### src/rtl/filter_decimator.sv
// Boxcar decimator for the Q8.8 IIR output stream.
// Each block of DECIM valid samples is averaged and queued in a small FIFO.
module filter_decimator #(
    parameter int DECIM = 4,
    parameter int DEPTH = 4
) (
    input  logic                     clk,
    input  logic                     rst,
    input  logic [15:0]              in,
    input  logic                     in_valid,
    output logic [15:0]              out,
    output logic                     out_valid,
    input  logic                     out_ready,
    output logic [$clog2(DEPTH):0]   count,
    output logic                     overflow
);
    localparam int SH = $clog2(DECIM);
    localparam int AW = 16 + SH;
    localparam int PW = $clog2(DEPTH);
    localparam int CW = PW + 1;

    logic signed [AW-1:0] acc;
    logic signed [AW-1:0] sum;
    logic [SH-1:0]        phase;
    logic [PW-1:0]        rd_ptr;
    logic [PW-1:0]        wr_ptr;
    logic [15:0]          mem [DEPTH];
    logic [15:0]          result;
    logic                 last;
    logic                 push;
    logic                 pop;
    logic                 full;
    logic                 accept;

    assign sum    = acc + {{SH{in[15]}}, in};
    assign result = 16'(sum >>> SH);
    assign last   = (phase == SH'(DECIM - 1));
    assign push   = in_valid && last;
    assign out_valid = (count != '0);
    assign pop    = out_valid && out_ready;
    assign full   = (count == CW'(DEPTH));
    // A full FIFO still takes the new result if the head leaves this cycle.
    assign accept = push && (!full || pop);
    assign out    = out_valid ? mem[rd_ptr] : 16'h0000;

    always_ff @(posedge clk or posedge rst) begin
        if (rst) begin
            acc   <= '0;
            phase <= '0;
        end else if (in_valid) begin
            if (last) begin
                acc   <= '0;
                phase <= '0;
            end else begin
                acc   <= sum;
                phase <= phase + SH'(1);
            end
        end
    end

    always_ff @(posedge clk or posedge rst) begin
        if (rst) begin
            rd_ptr   <= '0;
            wr_ptr   <= '0;
            count    <= '0;
            overflow <= 1'b0;
        end else begin
            if (pop) begin
                rd_ptr <= rd_ptr + PW'(1);
            end
            if (accept) begin
                wr_ptr <= wr_ptr + PW'(1);
            end
            case ({accept, pop})
                2'b10:   count <= count + CW'(1);
                2'b01:   count <= count - CW'(1);
                default: count <= count;
            endcase
            if (push && !accept) begin
                overflow <= 1'b1;
            end
        end
    end

    always_ff @(posedge clk) begin
        if (accept) begin
            mem[wr_ptr] <= result;
        end
    end
endmodule

### config.mk
export PLATFORM = sky130hd
export DESIGN_NAME = filter_decimator
export DESIGN_NICKNAME = d
export VERILOG_FILES = /design/src/rtl/filter_decimator.sv
export SDC_FILE = /design/constraint.sdc
export NUM_CORES = 1
export LEC_CHECK = 0
export CAP_MARGIN = 20
export CORE_ASPECT_RATIO = 1.1
export CORE_MARGIN = 5
export CORE_UTILIZATION = 45
export CTS_BUF_LIST = sky130_fd_sc_hd__clkbuf_4 sky130_fd_sc_hd__clkbuf_8
export CTS_CLUSTER_DIAMETER = 120
export DETAILED_ROUTE_END_ITERATION = 8
export GPL_TIMING_DRIVEN = 0
export PLACE_DENSITY = 0.69
export SLEW_MARGIN = 30
export SYNTH_ARGS = -nofsm -noshare
export SYNTH_HDL_FRONTEND = slang
export SYNTH_SLANG_ARGS = --single-unit
### constraint.sdc
create_clock -name clk -period 3.2 [get_ports clk]
set_input_delay 0.64 -clock clk [delete_from_list [all_inputs] [get_ports clk]]
set_output_delay 0.64 -clock clk [all_outputs]
set_load 0.02 [all_outputs]
# Word level (Yosys, flattened, before mapping)
# Memories as Yosys holds them, arrays and structs flattened.
# Index checks and enable logic that the tools add are counted.
# totals
input_bits	20
ramBits	64
n_memories	1
out_inout_bits	21
elab_cells	32
regBits	28
# classes
reduce_logical	9
n_addsub	6
eq_ne	4
mux	6
# mem_list
memory	words	width	rd	rd_ports_with_merged_regs	wr	line_no	text
mem	4	16	1	0	1	27	logic [15:0] mem [DEPTH];
# op_table
operator	n
$add A18 B18 Y18	1
$mux W18	1
$mux W16	1
$add A2 B1 Y2 const B	3
$pmux W3 S2	1
$eq A2 B2 Y1 const B	2
$logic_and A1 B1 Y1	4
$add A3 B1 Y3 const B	1
$eq A3 B3 Y1 const B	1
$reduce_bool A3 Y1	1
$sub A3 B1 Y3 const B	1
$eq A2 B1 Y1 const B	1
$logic_not A1 Y1	2
$mux W1	2
$mux W2	1
$reduce_bool A2 Y1	1
$logic_or A1 B1 Y1	1

# Logic depth before layout (Yosys ltp)
# Gate-level depths: netlist of run 1.
# logic_depth
depth_word	6
depth_mapped	9
depth_no_buf	9

# Least setup slack after synthesis of run 1
# No wires, ideal clock.
# synth_timing
path_kind	in2reg
startpoint	in in[0]
endpoint	reg acc[16]
required_time_ns	3.079
setup_slack_ns	0.500
setup_ns	0.121
t_arrival_ns	2.579
path_stages	9
n_path_buf	0
path_cell_list	ha_1 > fa_1 > a211oi_1 > nor2_2 > a221oi_4 > o21ba_2 > o31ai_1 > xnor2_1 > a22o_1
# synth_via
elab_chain_cells	2
# synth_rtl
element	line_no	text
start: declaration	9	input logic [15:0] in,
$add A18 B18 Y18	35	assign sum = acc + {{SH{in[15]}}, in};
named net sum[16]	23	logic signed [AW-1:0] sum;
$mux W18	51	if (last) begin
end signal: assignment	55	acc <= sum;
end: declaration	22	logic signed [AW-1:0] acc;
# The timed path passes the listed nets, and every way through them passes these cells.
# A chain may end at the register's enable or synchronous reset.

# Worst setup path after layout of run 1
# layout_timing
startpoint	in in[0]
endpoint	mem mem[1][14] (data pin)
# layout_via
elab_chain_cells	1
# layout_rtl
element	line_no
$add A18 B18 Y18	35
named net sum[16]	23
end: declaration	27
# The timed path passes the listed nets, and every way through them passes these cells.

==> impl_metrics.json, run 1 <==
{
  "start_kind": "input pin",
  "fin_area_mm2": 0.00533,
  "power_mw": 5.62,
  "ys_seq_area_share_pct": 57.5,
  "avgSynthCellArea_um2": 14.1,
  "cap_violations": 0,
  "ys_ff_latch": 92,
  "p_per_area_mw_per_mm2": 1050,
  "cts.sinks": 92,
  "finClkSkew_ns": 0.0112,
  "dp_hpwl_um": 6160,
  "postCtsHoldBufs": 0,
  "clk_latency_ns": 0.36,
  "nets": 416,
  "hp-class": "reg -> reg",
  "setup_viol": 0,
  "first_pass_iters": 4,
  "max_freq_mhz": 325,
  "critPathArrivalTime_ns": 3.18,
  "combPwrFrac_pct": 49.5,
  "clk_path_buf_depth": 2,
  "worstPathMaxFanout": 5,
  "synthArstFlopShare_pct": 30.4,
  "htree_num_levels": 3,
  "ir_drop_uv": 398,
  "grt_usage_pct": 15.8,
  "crit_path_end": "mem[1][14]",
  "core_mm2": 0.00989,
  "fp.dieH_um": 116,
  "cts_setup_buffers": 0,
  "switching_share_pct": 37.2,
  "ys_warn_count": 0,
  "r2r_setup_slack_ns": 0.45,
  "cts_tree": "built",
  "clkSlewWorstSetupHoldPaths_ns": 0.10,
  "power_frac_clock_pct": 15.3,
  "synth_cell_types": 55,
  "cts_root_buf": "clkbuf_8",
  "hold-worst-slack_ns": 0.482,
  "relSlewSlack_pct": 44.7,
  "die_x_um": 106,
  "area_growth_pct": 16.9,
  "synth_edf_count": 64,
  "rr_endpoint": "mem[1][14]",
  "finalWeightedCongestion": 0.872,
  "crit_path_end_kind": "register",
  "grt-ovfl-total": 0,
  "layout-drive-gt1-share_pct": 14.6,
  "num_vias": 2738,
  "cts_resized": 3,
  "crit_type": "in -> reg",
  "worstSetupStartpoint": "in[0]",
  "p_seq_share_pct": 35.2,
  "io_pins": 41,
  "syn_inst": 323,
  "viasPerCell": 5.51,
  "initial_utilization_pct": 46.1,
  "drt_iter0_markers": 139,
  "antenna_cells": 0,
  "drtAntennaViolNets": 0,
  "remaining_drc_errors": 0,
  "p_sw_mw": 2.09,
  "wl_per_cell_um": 17.6,
  "crit_required_ns": 3.30,
  "synth_nets": 367,
  "setup_tns_ns": 0,
  "synth_ff_type": "edfxtp_1",
  "r2r-start": "acc[0]",
  "ff2ff_path_depth": 8,
  "wl_um": 8740,
  "place_area_mm2": 0.00510,
  "dieArea_mm2": 0.0123,
  "cts_inserted_buffers": 9,
  "outcome": "complete, no violations",
  "hold_viol": 0,
  "synthesis.area_mm2": 0.00456,
  "rsz0062_at_grt": "no",
  "rows": 38,
  "layout_common_cells": "64 x edfxtp_1, 39 x clkdlybuf4s50_1, 28 x dfrtp_1, 22 x ha_1, 21 x and2_1",
  "p_leak_nw": 2.01,
  "finalMaxSlewViolations": 0,
  "layout_commonest_cell": "edfxtp_1",
  "grt_pass1_wl_um": 14800,
  "antenna_found_initial": 0,
  "grt_max_degree": 29,
  "worst_pin_slew_ns": 0.829,
  "min_period_ns": 3.08,
  "io_buffers": 39,
  "fin_crit_sh_pct": 96.1,
  "grt_pass1_vias": 2885,
  "p_int_mw": 3.53
}
[how the worst min path moves through the flow]
stage	startpoint	depth (start not counted)	to
floorplan	acc[0]	1	acc[0]
CTS	overflow	1	overflow
global placement	overflow	1	overflow
finish	overflow	1	overflow
global route	overflow	1	overflow
detailed placement	overflow	1	overflow
[kinds of logic (layout without fill, tap and decap cells)]
logic type,count (synthesis),after routing,share of synthesized area (%)
compound gates,71,71,11.6
xor+xnor,20,20,3.84
fa+ha+maj,24,24,6.91
buf+inv,26,80,3.07
flops,92,92,57.5
mux,19,19,8.61
simple gates,71,71,8.45
[worst max-delay path, cell delays in order]
cell	delay (ns)
clkdlybuf4s50_1	0.41
ha_1	0.22
fa_1	0.42
a211oi_1	0.30
nor2_2	0.12
a221oi_4	0.36
o21ba_2	0.23
o31ai_1	0.08
xnor2_1	0.40
[routing by layer]
metal,wire length [µm],global-route usage [%],up-vias,share of wire [%]
met5,0,0,-,0
met4,133,5.70,0,1.5
met3,299,2.45,12,3.4
met2,4320,26.5,46,49
met1,3990,21.0,1348,46
li1,-,-,1332,-
[synthesized netlist by cell type, types with 2 or more instances]
cell	instances	area share [%]
a211oi_1	3	0.49
a211oi_2	2	0.55
a21o_1	9	1.5
a21oi_1	15	1.6
a22o_1	14	2.7
a31o_2	2	0.38
and2_1	21	2.9
and3_1	2	0.27
buf_2	2	0.22
clkbuf_1	8	0.66
dfrtp_1	28	15
edfxtp_1	64	42
fa_1	2	0.88
ha_1	22	6.0
inv_1	10	0.82
mux2_2	2	0.49
mux4_2	16	7.9
nand2_1	15	1.2
nand3_1	8	0.88
nand4_1	2	0.27
nor2_1	8	0.66
nor2_2	2	0.27
nor3_1	5	0.55
o21ai_0	8	0.88
o21ai_1	2	0.22
o2bb2ai_1	2	0.38
o31ai_1	2	0.33
or3_1	2	0.27
xnor2_1	14	2.7
xor2_1	6	1.2
[cell type report]
type / count / area, µm²
multi-input cells: 205 / 1800
plain buffers: 14 / 105
well taps: 120 / 150
fillers: 834 / 4560
flip-flops and latches: 92 / 2620
clock buffers: 9 / 124
repair buffers: 39 / 390
clock inverters: 7 / 100
inverters: 11 / 41.3
[through the flow]
stage | worst slack (ns) | cells | utilization, %
2_1_floorplan | 0.500 | 323 | -
3_3_place_gp | -0.212 | 482 | 51.6
3_5_place_dp | -0.265 | 482 | 51.6
4_1_cts | 0.00631 | 498 | 53.9
5_1_grt | 0.00253 | 497 | 53.9
6_report | 0.125 | 497 | 53.9
[flip-flops by register name (all words and copies together) (netlist names)]
name      cells
rd_ptr        2
phase         2
wr_ptr        2
overflow      1
acc          18
count         3
mem          64
[power groups by stage]
stage	clock network [mW]	logic [mW]	registers, mW
6_report	0.859	2.78	1.98
5_1_grt	0.936	3.07	2.02
4_1_cts	0.875	2.82	1.96
3_5_place_dp	0	2.80	1.98
3_3_place_gp	0	2.74	1.97
2_1_floorplan	0	1.94	1.97
Note: power is estimated with default switching activity, not from simulation.
==> run 2, diff against run 1 <==
- CTS_BUF_LIST: sky130_fd_sc_hd__clkbuf_4 sky130_fd_sc_hd__clkbuf_8 -> not set
==> results of run 2 <==
Final layout, timing and power as in run 1 (identical DEF).
==> run 3, diff against run 2 <==
- ABC_CLOCK_PERIOD_IN_PS: not set -> 3200
- CORE_MARGIN: 5 -> 8
==> run 3 against run 2 <==
Core utilization down 0.39 points. Die area up 11%. Critical path type is now reg -> out. Via count up 1.4%. Sequential cell count unchanged. Register-to-register slack better by 0.04 ns. Sequential power about the same. Largest power group unchanged. Fmax up 0.39%. Worst setup slack better by 0.012 ns. Clock skew down 0.00059 ns.
==> impl_metrics.json, run 3 (synthesis results as in run 1) <==
{
  "grt-ovfl-total": 0,
  "remaining_drc_errors": 0,
  "ir_drop_uv": 378,
  "io_pins": 41,
  "reg_top3": "mem (64), acc (18), count (3)",
  "dp_hpwl_um": 6330,
  "outcome": "complete, no violations",
  "p_leak_nw": 2.00,
  "r2r_setup_slack_ns": 0.49,
  "rows": 38,
  "critPathArrivalTime_ns": 2.42,
  "rsz0062_at_grt": "no",
  "post-place-ws_ns": -0.260,
  "drt_iter0_markers": 137,
  "max_freq_mhz": 326,
  "cts_inserted_buffers": 9,
  "fillers": 839,
  "layout_commonest_cell": "edfxtp_1",
  "cts_setup_buffers": 0,
  "clkSlewWorstSetupHoldPaths_ns": 0.09,
  "crit_type": "reg -> out",
  "regMostFlops": "mem",
  "start_kind": "register",
  "nets": 416,
  "cts_root_buf": "clkbuf_8",
  "relSlewSlack_pct": 57.3,
  "grt_pass1_vias": 2905,
  "place_area_mm2": 0.00510,
  "cts.sinks": 92,
  "finalWeightedCongestion": 0.853,
  "clk_latency_ns": 0.37,
  "viasPerCell": 5.59,
  "io_buffers": 39,
  "regArea_mm2": 0.00262,
  "p_per_area_mw_per_mm2": 1040,
  "hold_viol": 0,
  "clk_path_buf_depth": 2,
  "crit_path_end_kind": "primary output",
  "hp-class": "reg -> reg",
  "postCtsHoldBufs": 0,
  "setup_slack_ns": 0.137,
  "wl_per_cell_um": 18.1,
  "htree_num_levels": 3,
  "finClkSkew_ns": 0.0106,
  "setup_viol": 0,
  "finalMaxSlewViolations": 0,
  "cts_tree": "built",
  "first_pass_iters": 4,
  "crit_required_ns": 2.56,
  "core_mm2": 0.00989,
  "fin_cells": 497,
  "grt_max_degree": 29,
  "largest_reg_flops": 64,
  "wl_um": 8980,
  "dieArea_mm2": 0.0136,
  "grt_usage_pct": 13.9,
  "multiInputGateArea_mm2": 0.00180,
  "initial_utilization_pct": 46.1,
  "antenna_found_initial": 0,
  "worstPathMaxFanout": 10,
  "fin_area_mm2": 0.00529,
  "antenna_cells": 0,
  "grt_pass1_wl_um": 14700,
  "drtAntennaViolNets": 0,
  "fin_crit_sh_pct": 95.7,
  "layout_common_cells": "64 x edfxtp_1, 39 x clkdlybuf4s50_1, 28 x dfrtp_1, 22 x ha_1, 17 x and2_1",
  "worst_pin_slew_ns": 0.640,
  "layout-drive-gt1-share_pct": 15.6,
  "place_inst": 482,
  "die_x_um": 112,
  "cap_violations": 0,
  "area_growth_pct": 16.0,
  "num_vias": 2777,
  "min_period_ns": 3.06,
  "fp.dieH_um": 122
}
run 3: changes by cell type in the layout (fill, tap and decap cells not counted), sizes merged:
| cell | delta |
|---|---|
| clkbuf | -1 |
| inv | +2 |
| clkinv | +1 |
| clkinvlp | -1 |
| buf | +1 |
| bufinv | -2 |
run 3: final timing paths:
kind                              to      start  cells past startpoint
max reg2reg                  acc[16]     acc[0]                      9
max                           out[9]  rd_ptr[0]                      5
min                         overflow   overflow                      1
max in group asynchronous  wr_ptr[0]        rst                      2
min reg2reg                 overflow   overflow                      1
min in group asynchronous   phase[0]        rst                      2
run 3: report_power, final:
group          total, mW  leakage, nW  internal (mW)  switching, mW
Sequential          1.97        0.921           1.82          0.160
Combinational       2.79        0.989           1.27           1.52
Clock              0.737       0.0897          0.296          0.442
run 3: what timing repair did:
item	in CTS	in global routing
cloned	0	0
setup endpoints to repair	9	64
gates resized for setup	3	4
run 3: critical path, cell delays in order, from the launching register on:
cell,delay [ns]
dfrtp_1,0.33
buf_4,0.21
buf_4,0.26
mux4_2,0.55
and2_1,0.17
clkdlybuf4s50_1,0.53
run 3: layer usage:
layer	track usage, %	routed length, µm	vias to the layer above
li1	-	-	1323
met1	16.5	3940	1384
met2	24.4	4580	59
met3	2.33	293	11
met4	6.67	165	0
met5	0	0	-
run 3: layout make-up:
cell class	instances	share of cell area [%]
sequential	92	49.5
multi-input combinational	205	34.1
timing repair buffer	39	7.37
tap	120	2.84
clock buffer	9	2.34
buffer	14	1.91
clock inverter	7	1.13
inverter	11	0.780
run 3: through the flow:
step	hold slack [ns]	TNS (ns)	power [mW]	util, %
floorplan	0.459	0	3.92	-
global placement	0.455	-15.41	4.70	51.6
detailed placement	0.457	-19.07	4.79	51.6
CTS	0.479	0	5.54	53.5
global route	0.526	0	5.86	53.5
finish	0.473	0	5.50	53.5
